<file path="src/rtl/button_conditioner_pkg.sv">
// Shared types and default timing constants for the push-button front end.
// Imported by the synchroniser and by the conditioner FSM.
package button_pkg;

    typedef enum logic [1:0] {
        RELEASED        = 2'd0,
        PRESS_PENDING   = 2'd1,
        PRESSED         = 2'd2,
        RELEASE_PENDING = 2'd3
    } btn_state_t;

    localparam int DEFAULT_SYNC_STAGES       = 2;
    localparam int DEFAULT_DEBOUNCE_CYCLES   = 10000;
    localparam int DEFAULT_LONG_PRESS_CYCLES = 1000000;

endpackage : button_pkg

</file>
<file path="src/rtl/button_conditioner_sync.sv">
// Multi-flop synchroniser for a single asynchronous bit; every stage clears
// to 0 on a synchronous active-low reset.
module sync_ff
    import button_pkg::*;
#(
    parameter int STAGES = DEFAULT_SYNC_STAGES
) (
    input  logic clk,
    input  logic rst_n,
    input  logic i_d,
    output logic o_q
);

    logic [STAGES-1:0] r_sync;

    if (STAGES < 2) begin : g_badStages
        $fatal(1, "sync_ff: STAGES must be 2 or more");
    end

    always_ff @(posedge clk) begin
        if (!rst_n) begin
            r_sync <= '0;
        end else begin
            r_sync <= {r_sync[STAGES-2:0], i_d};
        end
    end

    assign o_q = r_sync[STAGES-1];

endmodule : sync_ff

</file>
<file path="src/rtl/button_conditioner.sv">
// Push-button conditioner: synchronises and debounces the pad, then emits a
// one-cycle press pulse, a debounced level and a one-shot long-press pulse.
module button_conditioner
    import button_pkg::*;
#(
    parameter int SYNC_STAGES       = DEFAULT_SYNC_STAGES,
    parameter int DEBOUNCE_CYCLES   = DEFAULT_DEBOUNCE_CYCLES,
    parameter int LONG_PRESS_CYCLES = DEFAULT_LONG_PRESS_CYCLES,
    parameter int ACTIVE_LOW_IN     = 0
) (
    input  logic clk,
    input  logic rst_n,
    input  logic button_raw,
    output logic button,
    output logic button_level,
    output logic long_press
);

    localparam int DW = $clog2(DEBOUNCE_CYCLES + 1);
    localparam int HW = $clog2(LONG_PRESS_CYCLES + 1);

    localparam logic [DW-1:0] DEB_ONE  = DW'(1);
    localparam logic [DW-1:0] DEB_LAST = DW'(DEBOUNCE_CYCLES);
    localparam logic [HW-1:0] HOLD_ONE = HW'(1);
    localparam logic [HW-1:0] HOLD_MAX = HW'(LONG_PRESS_CYCLES);
    localparam logic          INVERT   = (ACTIVE_LOW_IN != 0);
    localparam logic          FAST_DEB = (DEBOUNCE_CYCLES == 1);

    if (SYNC_STAGES < 2) begin : g_badSync
        $fatal(1, "button_conditioner: SYNC_STAGES must be 2 or more");
    end
    if (DEBOUNCE_CYCLES < 1) begin : g_badDeb
        $fatal(1, "button_conditioner: DEBOUNCE_CYCLES must be 1 or more");
    end
    if (LONG_PRESS_CYCLES < 1) begin : g_badLong
        $fatal(1, "button_conditioner: LONG_PRESS_CYCLES must be 1 or more");
    end
    if (ACTIVE_LOW_IN != 0 && ACTIVE_LOW_IN != 1) begin : g_badPol
        $fatal(1, "button_conditioner: ACTIVE_LOW_IN must be 0 or 1");
    end

    logic       w_rawAdj;
    logic       w_s;

    btn_state_t      r_state;
    logic [DW-1:0]   r_debCnt;
    logic [HW-1:0]   r_holdCnt;
    logic            r_button;
    logic            r_level;
    logic            r_long;

    btn_state_t      w_stateNext;
    logic [DW-1:0]   w_debNext;
    logic [HW-1:0]   w_holdNext;
    logic            w_buttonNext;
    logic            w_levelNext;
    logic            w_longNext;

    assign w_rawAdj = button_raw ^ INVERT;

    sync_ff #(
        .STAGES(SYNC_STAGES)
    ) u_sync (
        .clk   (clk),
        .rst_n (rst_n),
        .i_d   (w_rawAdj),
        .o_q   (w_s)
    );

    always_ff @(posedge clk) begin
        if (!rst_n) begin
            r_state   <= RELEASED;
            r_debCnt  <= '0;
            r_holdCnt <= '0;
            r_button  <= 1'b0;
            r_level   <= 1'b0;
            r_long    <= 1'b0;
        end else begin
            r_state   <= w_stateNext;
            r_debCnt  <= w_debNext;
            r_holdCnt <= w_holdNext;
            r_button  <= w_buttonNext;
            r_level   <= w_levelNext;
            r_long    <= w_longNext;
        end
    end

    // Pulses default low so each fires for exactly the one accepting edge;
    // the hold counter only moves while PRESSED and keeps its value otherwise.
    always_comb begin
        w_stateNext  = r_state;
        w_debNext    = r_debCnt;
        w_holdNext   = r_holdCnt;
        w_buttonNext = 1'b0;
        w_levelNext  = r_level;
        w_longNext   = 1'b0;

        case (r_state)
            RELEASED: begin
                if (w_s) begin
                    if (FAST_DEB) begin
                        w_stateNext  = PRESSED;
                        w_debNext    = '0;
                        w_holdNext   = '0;
                        w_buttonNext = 1'b1;
                        w_levelNext  = 1'b1;
                    end else begin
                        w_stateNext = PRESS_PENDING;
                        w_debNext   = DEB_ONE;
                    end
                end
            end

            PRESS_PENDING: begin
                if (!w_s) begin
                    w_stateNext = RELEASED;
                    w_debNext   = '0;
                end else if (r_debCnt + DEB_ONE == DEB_LAST) begin
                    w_stateNext  = PRESSED;
                    w_debNext    = '0;
                    w_holdNext   = '0;
                    w_buttonNext = 1'b1;
                    w_levelNext  = 1'b1;
                end else begin
                    w_debNext = r_debCnt + DEB_ONE;
                end
            end

            PRESSED: begin
                if (!w_s) begin
                    if (FAST_DEB) begin
                        w_stateNext = RELEASED;
                        w_debNext   = '0;
                        w_levelNext = 1'b0;
                    end else begin
                        w_stateNext = RELEASE_PENDING;
                        w_debNext   = DEB_ONE;
                    end
                end else if (r_holdCnt != HOLD_MAX) begin
                    w_holdNext = r_holdCnt + HOLD_ONE;
                    if (r_holdCnt + HOLD_ONE == HOLD_MAX) begin
                        w_longNext = 1'b1;
                    end
                end
            end

            RELEASE_PENDING: begin
                if (w_s) begin
                    w_stateNext = PRESSED;
                    w_debNext   = '0;
                end else if (r_debCnt + DEB_ONE == DEB_LAST) begin
                    w_stateNext = RELEASED;
                    w_debNext   = '0;
                    w_levelNext = 1'b0;
                end else begin
                    w_debNext = r_debCnt + DEB_ONE;
                end
            end

            default: begin
                w_stateNext = RELEASED;
                w_debNext   = '0;
            end
        endcase
    end

    assign button       = r_button;
    assign button_level = r_level;
    assign long_press   = r_long;

endmodule : button_conditioner

</file>
<file path="config.mk">
export PLATFORM = sky130hd
export DESIGN_NAME = button_conditioner
export DESIGN_NICKNAME = d
export VERILOG_FILES = /design/src/rtl/button_conditioner_pkg.sv /design/src/rtl/button_conditioner_sync.sv /design/src/rtl/button_conditioner.sv
export SDC_FILE = /design/constraint.sdc
export NUM_CORES = 1
export LEC_CHECK = 0
export BUFFER_PORTS_ARGS = -buffer_cell sky130_fd_sc_hd__buf_2
export CAP_MARGIN = 10
export CORE_MARGIN = 2
export CORE_UTILIZATION = 65
export DETAILED_ROUTE_END_ITERATION = 10
export HOLD_SLACK_MARGIN = 0.12
export PLACE_DENSITY = 0.82
export SYNTH_ARGS = -nofsm -noshare
export SYNTH_HDL_FRONTEND = slang
export SYNTH_HIERARCHICAL = 1
export SYNTH_SLANG_ARGS = --single-unit
</file>
<file path="constraint.sdc">
create_clock -name clk -period 4.1 [get_ports clk]
set_input_delay 0.82 -clock clk [delete_from_list [all_inputs] [get_ports clk]]
set_output_delay 0.82 -clock clk [all_outputs]
set_load 0.1 [all_outputs]
</file>
==> run summary, run 1 <==
Status -> finished clean
Hold_sp -> u_sync/r_sync[0]
Post-DRT Antenna Nets -> 0
Relative slew slack -> 0.232
Filler Cell Count -> 312
Vias -> 2436
Max-cap violations -> 0
Post-synth EDFFs -> 0
Number of synthesized register bits -> 41
CTS clk-pin slew, worst paths -> 0.08 ns
Layout cells sized above 1 -> 0.0732
Tmin final -> 2.94 ns
Global Route Usage Sum -> 0.297
Commonest non-fill, non-tap cells in the layout -> nand2_1, dfxtp_1, nand3_1
WL/cell -> 15.7 um
Final wirelength -> 5.89 mm
Yosys warnings -> 6
H-tree depth -> 2
CTS tree -> yes
Placeable core region -> 3690 um^2
Final setup TNS -> 0 ns
Vias in the first global route -> 2103
Synth Area per Inst -> 7.50 um^2
Detailed-route DRC error count -> 0
Worst slack, placed -> 1.20 ns
Row count -> 22
Sequential area share after synthesis -> 0.328
Required @ worst endpoint -> 4.35 ns
Setup Viol. Count Final -> 0
Critical path endpoint category -> flip-flop
Max-slew violation count -> 0
Reg2Reg Depth -> 7
CP arrival -> 3.18 ns
Fin crit share -> 0.716
Hold EP -> u_sync/r_sync[1]
Die ar. -> 4360 um^2
Critical path peak fanout -> 13
Mapped Cells -> 334
PD cells -> 288 nW/um^2
Commonest non-fill, non-tap cell in the layout -> nand2_1
Worst Setup Path Type -> flip-flop to flip-flop
Max clock buf depth -> 2
Cts repair resizes -> 0
Max VDD drop -> 0.211 mV
Detailed Route Iter0 Violations -> 299
Max Clock Skew -> 0.00504 ns
Slew @ Worst Pin -> 1.15 ns
Post-synthesis cell type count -> 53
Initial core utilization -> 0.679
TritonRoute pass-1 iters -> 5
Top_reg_cell synth -> dfxtp_1
RSZ-0062 raised after global routing -> no
Hold-fix buffers, CTS -> 0
Largest net degree at the start of global routing -> 18
Hold Vio Cnt, Final -> 0
Worst setup margin -> 1.16 ns
Asr flop ratio synth -> 0
Max Clock Freq -> 341 MHz
DIE WIDTH -> 66.1 um
Hold Path Depth -> 1
Port bufs -> 5
Clock Sink Count -> 41
Hold/Removal Path Class -> flip-flop to flip-flop
Vias/cell -> 6.48
Reg2reg start -> r_debCnt[4]
Top Ports -> 6
Reg2reg end -> r_holdCnt[2]
CTS Buf Count -> 5
Die span in y -> 66.1 um
Post-synthesis instance area -> 2500 um^2
NumNets Final -> 333
Global-route wire length before repair -> 9.93 mm
Initial antenna violation count -> 0
Root Driver -> clkbuf_8
P_leak -> 0.926 nW
ANT cells -> 0
HPWL after DPL -> 4.10 mm
Syn_nets -> 340
Clk_lat worst skew -> 0.30 ns
Post-CTS Setup Repair Bufs -> 0
CP Launch Type -> flip-flop
Layout area overhead -> 5.10%
Gpl congestion -> 0.954
R2R Setup Slk -> 1.16 ns
Final global-route overflow total -> 0
[stage by stage]
stage                     utilization  instance area (um^2)  cells  power [mW]  hold slack (ns)
after CTS                       0.713                  2630    376       0.760            0.440
final                           0.713                  2630    376       0.759            0.437
after global routing            0.713                  2630    376       0.778            0.461
after detailed placement        0.682                  2510    368       0.427            0.419
after floorplan                     -                  2500    334       0.422            0.412
after global placement          0.682                  2510    368       0.426            0.413
[flip-flops by register name, indices dropped and copies added, names as in the netlist, named ones only]
name,flops
r_debCnt,14
r_holdCnt,20
u_sync/r_sync,2
button,1
button_level,1
long_press,1
r_state,1
[worst max-delay path, cell delays in order (launching register included)]
cell	delay, ns
dfxtp_1	0.45
nand4_2	0.25
nor4_4	0.40
mux2i_1	0.33
a211oi_4	0.08
a31oi_1	0.92
and2_4	0.30
a221o_1	0.13
[cells in the mapped netlist, types with 2 or more instances]
cell,number,area [um^2]
nand2_1,49,184
dfxtp_1,41,821
nand3_1,31,155
nor3_1,21,105
a31oi_1,17,106
clkbuf_1,17,63.8
nor2_1,16,60.1
o21ai_0,15,75.1
a21oi_1,12,60.1
inv_1,10,37.5
nand4_1,10,62.6
and2_1,8,50.1
and3_1,8,50.1
xnor2_1,6,52.6
nor2b_1,5,31.3
nor4_1,5,31.3
a21o_1,4,30.0
o211ai_1,4,30.0
or3_1,4,25.0
xor2_1,4,35.0
a211oi_1,3,22.5
ha_1,3,37.5
or2_2,3,18.8
or4_1,3,22.5
a311oi_1,2,17.5
mux2i_1,2,20.0
nand2b_1,2,12.5
nand4b_1,2,17.5
o22ai_1,2,12.5
o311ai_0,2,17.5
[cell type report]
type | instances | area [um^2] | share of cell area
Sequential cell | 41 | 821 | 0.312
Clock buffer | 7 | 86.3 | 0.0328
Timing Repair Buffer | 6 | 32.5 | 0.0124
Tap cell | 48 | 60.1 | 0.0228
Clock inverter | 1 | 30.0 | 0.0114
Multi-Input combinational cell | 263 | 1560 | 0.594
Inverter | 10 | 37.5 | 0.0143
[cell families after synthesis]
| group | count (synthesis) | share of synthesized area |
|---|---|---|
| AND/OR/NAND/NOR | 178 | 0.381 |
| AO/OA/AOI/OAI | 70 | 0.185 |
| flip-flops | 41 | 0.328 |
| buffers and inverters | 30 | 0.0475 |
| XOR/XNOR | 10 | 0.0350 |
| adder cells (fa/ha/maj) | 3 | 0.0150 |
| multiplexers | 2 | 0.00800 |
[how the worst max path moves through the flow]
stage                 start      endpoint  slack, ns  cells past startpoint
6_report        r_debCnt[4]  r_holdCnt[2]       1.16                      7
2_1_floorplan   r_debCnt[4]   r_debCnt[3]       1.81                      7
3_5_place_dp    r_debCnt[4]  r_holdCnt[2]       1.20                      7
4_1_cts         r_debCnt[4]  r_holdCnt[2]       1.18                      7
3_3_place_gp   r_holdCnt[6]  r_holdCnt[2]       1.29                      6
5_1_grt         r_debCnt[4]  r_holdCnt[5]       0.93                      7
[report_power, final]
group          internal [mW]  total (mW)  switching [mW]  leakage, nW
Sequential             0.399       0.401         0.00205        0.331
Combinational        0.00396      0.0162          0.0123        0.536
Clock                  0.199       0.341           0.142       0.0585
[per-layer routing]
layer	track usage	vias to the layer above	wire length, um
met2	0.428	69	2560
met3	0.0647	8	354
li1	-	1209	-
met4	0.0791	0	57
met1	0.444	1150	2910
met5	0	-	0
No activity file was read; power rests on OpenSTA's default activity.
==> inputs of run 2 (changes only) <==
Settings changed: CORE_UTILIZATION 65 to 62, PLACE_DENSITY 0.82 to 0.79.
Clock period 4.1 ns to 2.9 ns, I/O delays scaled along.
==> run 2 against run 1 <==
Maximum frequency is 18% higher. Worst hold slack better by 0.0043 ns. Die area is 4.5% higher. Combinational power is 67% higher. First-iteration DRC count is 48% lower. Sequential share of layout area is 0.58 points lower. Clock skew hardly changed. Sequential power is 41% higher. Power is 39% higher. Cell area is 1.9% higher. Register-to-register slack worse by 0.76 ns. Utilization is 3.3 points lower. Largest power group unchanged.
==> run summary, run 2 (same netlist as run 1, synthesis figures left out) <==
NumNets Final -> 341
Vias -> 2402
Vias/cell -> 6.24
Root Driver -> clkbuf_8
Max FFs per register -> 20
Vias in the first global route -> 2039
Final setup TNS -> 0 ns
Slew @ Worst Pin -> 0.487 ns
Port bufs -> 5
WL/cell -> 15.2 um
Design area -> 2680 um^2
CP arrival -> 2.72 ns
Gpl congestion -> 0.912
CP Launch Type -> flip-flop
H-tree depth -> 2
Critical path endpoint category -> flip-flop
TritonRoute pass-1 iters -> 5
Cell Chain, Critical Path -> nand4_2 > nor4_4 > mux2i_1 > a211oi_4 > a211oi_1 > buf_4 > a21oi_1 > o21ai_0
Cts repair resizes -> 0
Biggest register -> r_holdCnt
R2R Setup Slk -> 0.40 ns
Max clock buf depth -> 2
Status -> finished clean
Max-slew violation count -> 0
CTS Buf Count -> 5
Row count -> 23
Total power -> 1.05 mW
RSZ-0062 raised after global routing -> no
Required @ worst endpoint -> 3.13 ns
WHS -> 0.442 ns
Hold Vio Cnt, Final -> 0
Setup Viol. Count Final -> 0
Clk_lat worst skew -> 0.30 ns
Hold_sp -> u_sync/r_sync[0]
Core Util, Final -> 0.680
Max Clock Skew -> 0.00524 ns
Reg2reg start -> r_debCnt[4]
Worst Setup Path Type -> flip-flop to flip-flop
Max-cap violations -> 0
WP buf/inv -> 1
Largest net degree at the start of global routing -> 17
Detailed-route DRC error count -> 0
Post-CTS Setup Repair Bufs -> 0
Top Ports -> 6
Max VDD drop -> 0.238 mV
Die span in y -> 67.5 um
Critical path peak fanout -> 8
Hold EP -> u_sync/r_sync[1]
Reg2Reg Depth -> 8
Global-route wire length before repair -> 9.82 mm
Placed inst area -> 2580 um^2
Initial core utilization -> 0.635
CTS clk-pin slew, worst paths -> 0.08 ns
ANT cells -> 0
Placeable core region -> 3940 um^2
Max Clock Freq -> 401 MHz
Initial antenna violation count -> 0
Top Registers -> r_holdCnt (20), r_debCnt (14), u_sync/r_sync (2)
Relative slew slack -> 0.678
Hold/Removal Path Class -> flip-flop to flip-flop
Die ar. -> 4560 um^2
Hold Path Depth -> 1
Commonest non-fill, non-tap cell in the layout -> nand2_1
Clock Sink Count -> 41
Post-DRT Antenna Nets -> 0
HPWL after DPL -> 4.23 mm
Layout cells sized above 1 -> 0.0955
PD cells -> 393 nW/um^2
Filler Cell Count -> 340
Layout area overhead -> 7.10%
Global Route Usage Sum -> 0.286
Hold-fix buffers, CTS -> 0
Reg2reg end -> r_debCnt[3]
Crit path max-delay cell type -> dfxtp_1
P_leak -> 0.960 nW
DIE WIDTH -> 67.5 um
Delay-heaviest family, CP -> compound AO/OA/AOI/OAI gates
Tmin final -> 2.50 ns
Final global-route overflow total -> 0
Max incr delay on CP -> 0.47 ns
Commonest non-fill, non-tap cells in the layout -> nand2_1, dfxtp_1, nand3_1
Detailed Route Iter0 Violations -> 156
CTS tree -> yes
Fin crit share -> 0.861
Final wirelength -> 5.87 mm
==> run 2: cell count changes in the layout (fill, tap and decap cells not counted), sizes merged <==
cell / change
clkinv: +1
buf: +8
clkbuf: -2
==> run 2: worst register-to-register path: stages, from the launching register on <==
cell	delay, ns
dfxtp_1	0.47
nand4_2	0.28
nor4_4	0.41
mux2i_1	0.34
a211oi_4	0.09
a211oi_1	0.41
buf_4	0.22
a21oi_1	0.07
o21ai_0	0.14
==> run 2: worst max-delay path by stage <==
stage	from	end	cells past startpoint
after global placement	r_debCnt[0]	r_holdCnt[2]	8
after global routing	r_debCnt[4]	r_debCnt[3]	8
after floorplan	r_debCnt[4]	r_debCnt[3]	7
after CTS	r_debCnt[4]	r_debCnt[3]	8
after detailed placement	r_debCnt[4]	r_debCnt[3]	8
final	r_debCnt[4]	r_debCnt[3]	8
==> run 2: through the flow <==
step / worst slack (ns) / cells
final: 0.404 / 385
after global routing: 0.125 / 385
after CTS: 0.405 / 385
after detailed placement: 0.418 / 378
after global placement: 0.472 / 378
after floorplan: 0.614 / 334
==> run 2: power by group <==
group          switching (mW)  internal (mW)
Sequential            0.00265          0.565
Combinational          0.0185        0.00856
Clock                   0.208          0.250
==> run 2: cell type report <==
type                    instances  area (um^2)  area share
repair buffers                 14         92.6      0.0345
flip-flops and latches         41          821       0.306
well taps                      50         62.6      0.0233
clock buffers                   5         68.8      0.0257
multi-input cells             263         1560       0.583
clock inverters                 2         35.0      0.0131
inverters                      10         37.5      0.0140
==> run 2: layer usage <==
metal | global-route usage | share of wire | vias to the layer above
met5 | 0 | 0 | -
met4 | 0.0816 | 0.016 | 0
met3 | 0.0617 | 0.068 | 7
met2 | 0.430 | 0.44 | 84
met1 | 0.410 | 0.48 | 1089
li1 | - | - | 1222
